[src/rtl/wb_write_queue_if.sv]
`default_nettype none
// ============================================================================
// Module      : wb_write_queue_if
// Description : Producer, retirement and hazard-lookup signals of the
//               writeback queue.
// Revision    : 1.0 - initial release
// ============================================================================
interface wb_write_queue_if #(
    parameter int DATA_W = 32,
    parameter int CNT_W  = 3
);
    logic              mem_valid;
    logic              mem_ready;
    logic [4:0]        mem_reg;
    logic [DATA_W-1:0] mem_data;
    logic              alu_valid;
    logic              alu_ready;
    logic [4:0]        alu_reg;
    logic [DATA_W-1:0] alu_data;
    logic              stall;
    logic              reg_write;
    logic [4:0]        write_register;
    logic [DATA_W-1:0] write_data;
    logic [CNT_W-1:0]  count;
    logic              full;
    logic              empty;
    logic [4:0]        query_reg;
    logic              query_pending;

    // Producers, stall source and hazard logic
    modport master (
        output mem_valid, mem_reg, mem_data,
        output alu_valid, alu_reg, alu_data,
        output stall, query_reg,
        input  mem_ready, alu_ready,
        input  reg_write, write_register, write_data,
        input  count, full, empty, query_pending
    );

    // The queue itself
    modport slave (
        input  mem_valid, mem_reg, mem_data,
        input  alu_valid, alu_reg, alu_data,
        input  stall, query_reg,
        output mem_ready, alu_ready,
        output reg_write, write_register, write_data,
        output count, full, empty, query_pending
    );
endinterface
`default_nettype wire

[src/rtl/wb_write_queue.sv]
`default_nettype none
// ============================================================================
// Module      : wb_write_queue
// Description : In-order writeback FIFO merging ALU and load results onto the
//               single register-file write port, with RAW pending lookup.
// Revision    : 1.0 - initial release
// ============================================================================
module wb_write_queue #(
    parameter int DATA_W = 32,
    parameter int DEPTH  = 4,
    parameter int CNT_W  = 3
) (
    input  wire               clk,
    input  wire               rst,
    wb_write_queue_if.slave   bus
);
    localparam int PTR_W = $clog2(DEPTH);
    localparam logic [CNT_W-1:0] c_depth = CNT_W'(DEPTH);

    logic [4:0]        r_reg_mem  [DEPTH];
    logic [DATA_W-1:0] r_data_mem [DEPTH];
    logic [PTR_W-1:0]  r_wr_ptr;
    logic [PTR_W-1:0]  r_rd_ptr;
    logic [CNT_W-1:0]  r_count;
    logic              r_reg_write;
    logic [4:0]        r_write_register;
    logic [DATA_W-1:0] r_write_data;

    logic              w_mem_ready;
    logic              w_alu_ready;
    logic              w_mem_acc;
    logic              w_alu_acc;
    logic              w_pop;
    logic [PTR_W-1:0]  w_alu_slot;
    logic [CNT_W-1:0]  w_mem_valid_ext;
    logic [CNT_W-1:0]  w_count_next;
    logic [DEPTH-1:0]  w_hit;

    // Space is judged on the current count only; a same-cycle pop frees nothing.
    assign w_mem_valid_ext = {{(CNT_W-1){1'b0}}, bus.mem_valid};
    assign w_mem_ready     = !rst && (r_count < c_depth);
    assign w_alu_ready     = !rst && ((r_count + w_mem_valid_ext) < c_depth);
    assign w_mem_acc       = bus.mem_valid && w_mem_ready;
    assign w_alu_acc       = bus.alu_valid && w_alu_ready;
    assign w_pop           = (r_count != '0) && !bus.stall;
    assign w_alu_slot      = r_wr_ptr + {{(PTR_W-1){1'b0}}, w_mem_acc};

    always_comb begin
        w_count_next = r_count;
        w_count_next = w_count_next + {{(CNT_W-1){1'b0}}, w_mem_acc};
        w_count_next = w_count_next + {{(CNT_W-1){1'b0}}, w_alu_acc};
        w_count_next = w_count_next - {{(CNT_W-1){1'b0}}, w_pop};
    end

    always_ff @(posedge clk) begin
        if (rst) begin
            r_wr_ptr         <= '0;
            r_rd_ptr         <= '0;
            r_count          <= '0;
            r_reg_write      <= 1'b0;
            r_write_register <= '0;
            r_write_data     <= '0;
        end else begin
            if (w_mem_acc) begin
                r_reg_mem[r_wr_ptr]  <= bus.mem_reg;
                r_data_mem[r_wr_ptr] <= bus.mem_data;
            end
            if (w_alu_acc) begin
                r_reg_mem[w_alu_slot]  <= bus.alu_reg;
                r_data_mem[w_alu_slot] <= bus.alu_data;
            end
            r_wr_ptr    <= r_wr_ptr + PTR_W'({1'b0, w_mem_acc} + {1'b0, w_alu_acc});
            r_count     <= w_count_next;
            // r0 entries still retire but never assert the write enable.
            r_reg_write <= w_pop && (r_reg_mem[r_rd_ptr] != 5'd0);
            if (w_pop) begin
                r_rd_ptr         <= r_rd_ptr + 1'b1;
                r_write_register <= r_reg_mem[r_rd_ptr];
                r_write_data     <= r_data_mem[r_rd_ptr];
            end
        end
    end

    // An entry is live when its distance from the head is below the count.
    for (genvar g = 0; g < DEPTH; g++) begin : g_hit
        logic [PTR_W-1:0] w_off;
        assign w_off    = PTR_W'(g) - r_rd_ptr;
        assign w_hit[g] = ({1'b0, w_off} < r_count) && (r_reg_mem[g] == bus.query_reg);
    end

    assign bus.query_pending  = (bus.query_reg != 5'd0) &&
                                ((|w_hit) || (r_reg_write && (r_write_register == bus.query_reg)));
    assign bus.mem_ready      = w_mem_ready;
    assign bus.alu_ready      = w_alu_ready;
    assign bus.reg_write      = r_reg_write;
    assign bus.write_register = r_write_register;
    assign bus.write_data     = r_write_data;
    assign bus.count          = r_count;
    assign bus.full           = (r_count == c_depth);
    assign bus.empty          = (r_count == '0);
endmodule
`default_nettype wire

[src/flat_wrapper.sv]
// flat-port wrapper written by rule: the top's interface ports become plain ports
module wb_write_queue_flat 
#(
    parameter int DATA_W = 32,
    parameter int DEPTH  = 4,
    parameter int CNT_W  = 3
)
  (clk, rst, bus_mem_valid, bus_mem_reg, bus_mem_data, bus_alu_valid, bus_alu_reg, bus_alu_data, bus_stall, bus_query_reg, bus_mem_ready, bus_alu_ready, bus_reg_write, bus_write_register, bus_write_data, bus_count, bus_full, bus_empty, bus_query_pending);
  wb_write_queue_if #(.DATA_W(DATA_W), .CNT_W(CNT_W)) bus_i ();
  input  wire clk;
  input  wire rst;
  input wire logic [$bits(bus_i.mem_valid)-1:0] bus_mem_valid;
  input wire logic [$bits(bus_i.mem_reg)-1:0] bus_mem_reg;
  input wire logic [$bits(bus_i.mem_data)-1:0] bus_mem_data;
  input wire logic [$bits(bus_i.alu_valid)-1:0] bus_alu_valid;
  input wire logic [$bits(bus_i.alu_reg)-1:0] bus_alu_reg;
  input wire logic [$bits(bus_i.alu_data)-1:0] bus_alu_data;
  input wire logic [$bits(bus_i.stall)-1:0] bus_stall;
  input wire logic [$bits(bus_i.query_reg)-1:0] bus_query_reg;
  output wire logic [$bits(bus_i.mem_ready)-1:0] bus_mem_ready;
  output wire logic [$bits(bus_i.alu_ready)-1:0] bus_alu_ready;
  output wire logic [$bits(bus_i.reg_write)-1:0] bus_reg_write;
  output wire logic [$bits(bus_i.write_register)-1:0] bus_write_register;
  output wire logic [$bits(bus_i.write_data)-1:0] bus_write_data;
  output wire logic [$bits(bus_i.count)-1:0] bus_count;
  output wire logic [$bits(bus_i.full)-1:0] bus_full;
  output wire logic [$bits(bus_i.empty)-1:0] bus_empty;
  output wire logic [$bits(bus_i.query_pending)-1:0] bus_query_pending;
  assign bus_i.mem_valid = bus_mem_valid;
  assign bus_i.mem_reg = bus_mem_reg;
  assign bus_i.mem_data = bus_mem_data;
  assign bus_i.alu_valid = bus_alu_valid;
  assign bus_i.alu_reg = bus_alu_reg;
  assign bus_i.alu_data = bus_alu_data;
  assign bus_i.stall = bus_stall;
  assign bus_i.query_reg = bus_query_reg;
  assign bus_mem_ready = bus_i.mem_ready;
  assign bus_alu_ready = bus_i.alu_ready;
  assign bus_reg_write = bus_i.reg_write;
  assign bus_write_register = bus_i.write_register;
  assign bus_write_data = bus_i.write_data;
  assign bus_count = bus_i.count;
  assign bus_full = bus_i.full;
  assign bus_empty = bus_i.empty;
  assign bus_query_pending = bus_i.query_pending;
  wb_write_queue #(.DATA_W(DATA_W), .DEPTH(DEPTH), .CNT_W(CNT_W)) u_core (.clk(clk), .rst(rst), .bus(bus_i));
endmodule
[config.mk]
export PLATFORM = sky130hd
export DESIGN_NAME = wb_write_queue_flat
export DESIGN_NICKNAME = d
export VERILOG_FILES = /design/src/rtl/wb_write_queue_if.sv /design/src/rtl/wb_write_queue.sv /design/src/flat_wrapper.sv
export SDC_FILE = /design/constraint.sdc
export NUM_CORES = 1
export LEC_CHECK = 0
export ABC_AREA = 1
export CORE_UTILIZATION = 52
export CTS_BUF_LIST = sky130_fd_sc_hd__clkbuf_8
export DETAILED_ROUTE_END_ITERATION = 6
export PLACE_DENSITY = 0.91
export SETUP_SLACK_MARGIN = 0.02
export SLEW_MARGIN = 20
export SYNTH_ARGS = -nofsm -noshare
export SYNTH_HDL_FRONTEND = slang
export SYNTH_SLANG_ARGS = --single-unit
[constraint.sdc]
create_clock -name clk -period 3.88 [get_ports clk]
set_input_delay 0.388 -clock clk [delete_from_list [all_inputs] [get_ports clk]]
set_output_delay 0.388 -clock clk [all_outputs]
set_load 0.02 [all_outputs]
==> summary.txt <==
Status
  • Status: finished, final reports clean

Clock tree
  • Root Driver: clkbuf_8
  • Clock transition at path regs: 0.10 ns
  • Worst-skew pair later-pin latency: 0.48 ns
  • CTS sink cnt: 195
  • CTS Hold Buffers Added: 0
  • Post-CTS setup buffer count: 0
  • CTS tree: yes
  • CTS Buf Count: 17
  • Post-CTS Resized: 0
  • Longest Clk Path Bufs: 2
  • H-tree depth: 4

Drt
  • Initial DRC Count: 833
  • 1st-pass router iterations: 6
  • Uppermost routed layer: met4
  • DRT antenna net count: 0
  • DRT Wirelength: 24.3 mm
  • WL per Instance: 18.6 µm
  • Met2 wire length: 12.3 mm
  • Via Count: 7781
  • Vias per cell: 5.95
  • Met1 wire length: 9.16 mm
  • Met3 WL post-DR: 2.12 mm
  • Remaining routing DRC violations: 0

Yosys
  • Post-synthesis sequential area ratio: 56.5%
  • Number of enable flip-flop cells after synthesis: 148
  • Ys Warns: 0
  • Post-Syn Area: 9530 µm²
  • Ys async rst share: 0%
  • Mean post-synth cell area: 9.82 µm²
  • Post-synth top flop: edfxtp_1
  • Cells after synthesis: 971
  • Distinct cells, synth: 34
  • #FFs+latches synth: 195
  • Syn nets: 1064

Timing
  • Final max-slew violation count: 0
  • RSZ-0062 raised after global routing: false
  • Fin Setup TNS: 0 ns
  • # setup viols final: 0
  • Clk_skew: 0.0137 ns
  • Final worst-path cycle share: 81.3%
  • FMAX: 317 MHz
  • Post-route minimum period: 3.15 ns
  • Hold Violations, Final: 0
  • Worst slew margin: 35.9%
  • Worst slew pin tran: 0.961 ns

Floorplanning
  • Starting density of the core: 53.1%
  • # IOs: 130
  • Placement Rows: 49
  • Total core area: 18000 µm²
  • Die area: 18900 µm²
  • Vert. Die Dim: 137 µm
  • Die W: 137 µm

Worst setup path
  • R2r endpoint: u_core.r_reg_mem[1][0]
  • WS Path Type: flip-flop to output port
  • Crit. End Element: output port
  • Max FO, Critical Path: 13
  • Worst R2R Setup Slack: 0.90 ns
  • Startpoint types: flip-flop
  • Reg2reg path depth: 9
  • Worst EP arrival: 2.77 ns
  • Worst r2r src: u_core.bus.count[2]
  • CP Data Required Time: 3.49 ns

Pwr
  • Power Density: 567 nW/µm²
  • Leakage: 4.32 nW
  • Peak supply drop: 0.000307 V

Layout
  • Final #Nets: 1159
  • N_diodes: 0
  • Fraction of layout cells with a size suffix above 1: 9.55%
  • Post-route cell area: 11300 µm²
  • # fillers: 1381
  • Final core utilization: 63.0%
  • Area Growth Syn to Fin: 18.7%

GRT
  • Number of global-route vias before repair: 7559
  • Antenna violations before repair: 0
  • Total track usage: 26.7%
  • Gr ovfl total: 0
  • Largest net degree at the start of global routing: 81
  • First-pass GRT wire length: 37.7 mm

Placement
  • Hpwl dp: 15.5 mm
  • Placed Area: 10900 µm²
  • Routability cong.: 0.858
  • Port bufs: 129

Run
  • Max-Cap Viols: 0

Min path
  • Min-Delay Path Depth: 2
  • HP Class: flip-flop to flip-flop
  • HP Start: u_core.bus.write_data[11]
  • Worst Hold Path EP: u_core.bus.write_data[11]
==> per-layer routing <==
layer / vias to the layer above / GRT usage [%]
met5: - / 0
met4: 0 / 13.4
met3: 63 / 5.30
met2: 434 / 45.4
met1: 3664 / 32.3
li1: 3620 / -
==> Yosys cell counts (2+ instances only) <==
| cell type | instances | area, µm² |
|---|---|---|
| inv_1 | 66 | 248 |
| buf_2 | 20 | 100 |
| nor2_1 | 34 | 128 |
| buf_6 | 24 | 270 |
| a22oi_1 | 33 | 248 |
| ha_1 | 6 | 75.1 |
| nor3_1 | 2 | 10.0 |
| o21ai_0 | 110 | 551 |
| xnor2_1 | 9 | 78.8 |
| inv_2 | 2 | 7.51 |
| o31ai_1 | 2 | 15.0 |
| nand2_1 | 207 | 777 |
| dfxtp_1 | 47 | 941 |
| fa_1 | 3 | 60.1 |
| nand2_2 | 2 | 12.5 |
| buf_1 | 3 | 11.3 |
| a21oi_1 | 14 | 70.1 |
| a41oi_1 | 32 | 280 |
| clkbuf_2 | 2 | 10.0 |
| xor2_1 | 7 | 61.3 |
| o21ai_2 | 39 | 342 |
| o21ai_1 | 52 | 260 |
| clkbuf_1 | 22 | 82.6 |
| nand3_1 | 76 | 380 |
| edfxtp_1 | 148 | 4440 |
==> cell usage in the layout, fill, tap and decap left out, types with 7 or more instances in the layout <==
| cell | instances |
|---|---|
| a21oi_1 | 14 |
| a22oi_1 | 33 |
| a41oi_1 | 32 |
| buf_4 | 14 |
| clkbuf_8 | 19 |
| clkdlybuf4s50_1 | 129 |
| dfxtp_1 | 45 |
| edfxtp_1 | 148 |
| inv_1 | 70 |
| nand2_1 | 205 |
| nand3_1 | 76 |
| nor2_1 | 32 |
| o21ai_0 | 108 |
| o21ai_1 | 52 |
| o21ai_2 | 39 |
| xnor2_1 | 9 |
| xor2_1 | 7 |
==> per-stage QoR <==
stage	power (mW)	setup slack [ns]	hold WS (ns)	cells
2_1_floorplan	4.25	-0.551	0.551	971
3_3_place_gp	4.98	0.778	0.537	1275
3_5_place_dp	5.08	0.614	0.528	1276
4_1_cts	6.41	0.693	0.553	1308
5_1_grt	6.73	0.462	0.582	1308
6_report	6.42	0.726	0.549	1308
==> worst max path at each step <==
stage | from | endpoint | slack [ns] | cells after the start
after floorplan | rst | u_core.r_data_mem[1][0] | -0.55 | 4
after global placement | rst | u_core.r_data_mem[1][31] | 0.78 | 10
after detailed placement | rst | u_core.r_reg_mem[1][0] | 0.61 | 10
after CTS | u_core.r_rd_ptr[0] | bus_query_pending | 0.69 | 14
after global routing | u_core.r_rd_ptr[0] | bus_query_pending | 0.46 | 14
final | u_core.r_rd_ptr[0] | bus_query_pending | 0.73 | 14
==> cell type report <==
cell class              count  area, µm²  area share [%]
multi-input cells         635       3480            30.8
flip-flops and latches    195       5390            47.6
well taps                 229        287            2.53
clock inverters            13        146            1.29
clock buffers              19        262            2.31
repair buffers            148       1490            13.2
inverters                  69        259            2.29
==> where the power goes <==
group | switching (mW) | leakage, nW | internal (mW)
Sequential | 0.222 | 1.74 | 2.66
Clock | 0.692 | 0.213 | 0.660
Combinational | 1.37 | 2.37 | 0.815
==> flip-flops by register name, summed over array words and instances, names as in the netlist, named ones only <==
| register | cells |
|---|---|
| u_core.r_wr_ptr | 2 |
| u_core.bus.reg_write | 1 |
| u_core.r_data_mem | 128 |
| u_core.bus.write_register | 5 |
| u_core.r_rd_ptr | 2 |
| u_core.bus.write_data | 32 |
| u_core.bus.count | 3 |
| u_core.r_reg_mem | 20 |
==> critical path: stages, from the launching register on <==
cell             delay, ns
dfxtp_2               0.55
nand2_1               0.09
nand2_1               0.12
inv_1                 0.05
ha_1                  0.26
inv_1                 0.05
nor2_1                0.03
nand2_1               0.08
nand2_1               0.09
nor2_1                0.11
nand2_1               0.06
nand3_1               0.07
nor2_1                0.05
nor2_1                0.09
clkdlybuf4s50_1       0.61
==> cell families after synthesis <==
group / Yosys count / share of synthesized area, %
buf+inv: 141 / 7.77
fa+ha+maj: 9 / 1.42
simple gates: 327 / 14.2
flops: 195 / 56.5
compound gates: 283 / 18.6
xor+xnor: 16 / 1.47
(Power assumes the default switching activity.)
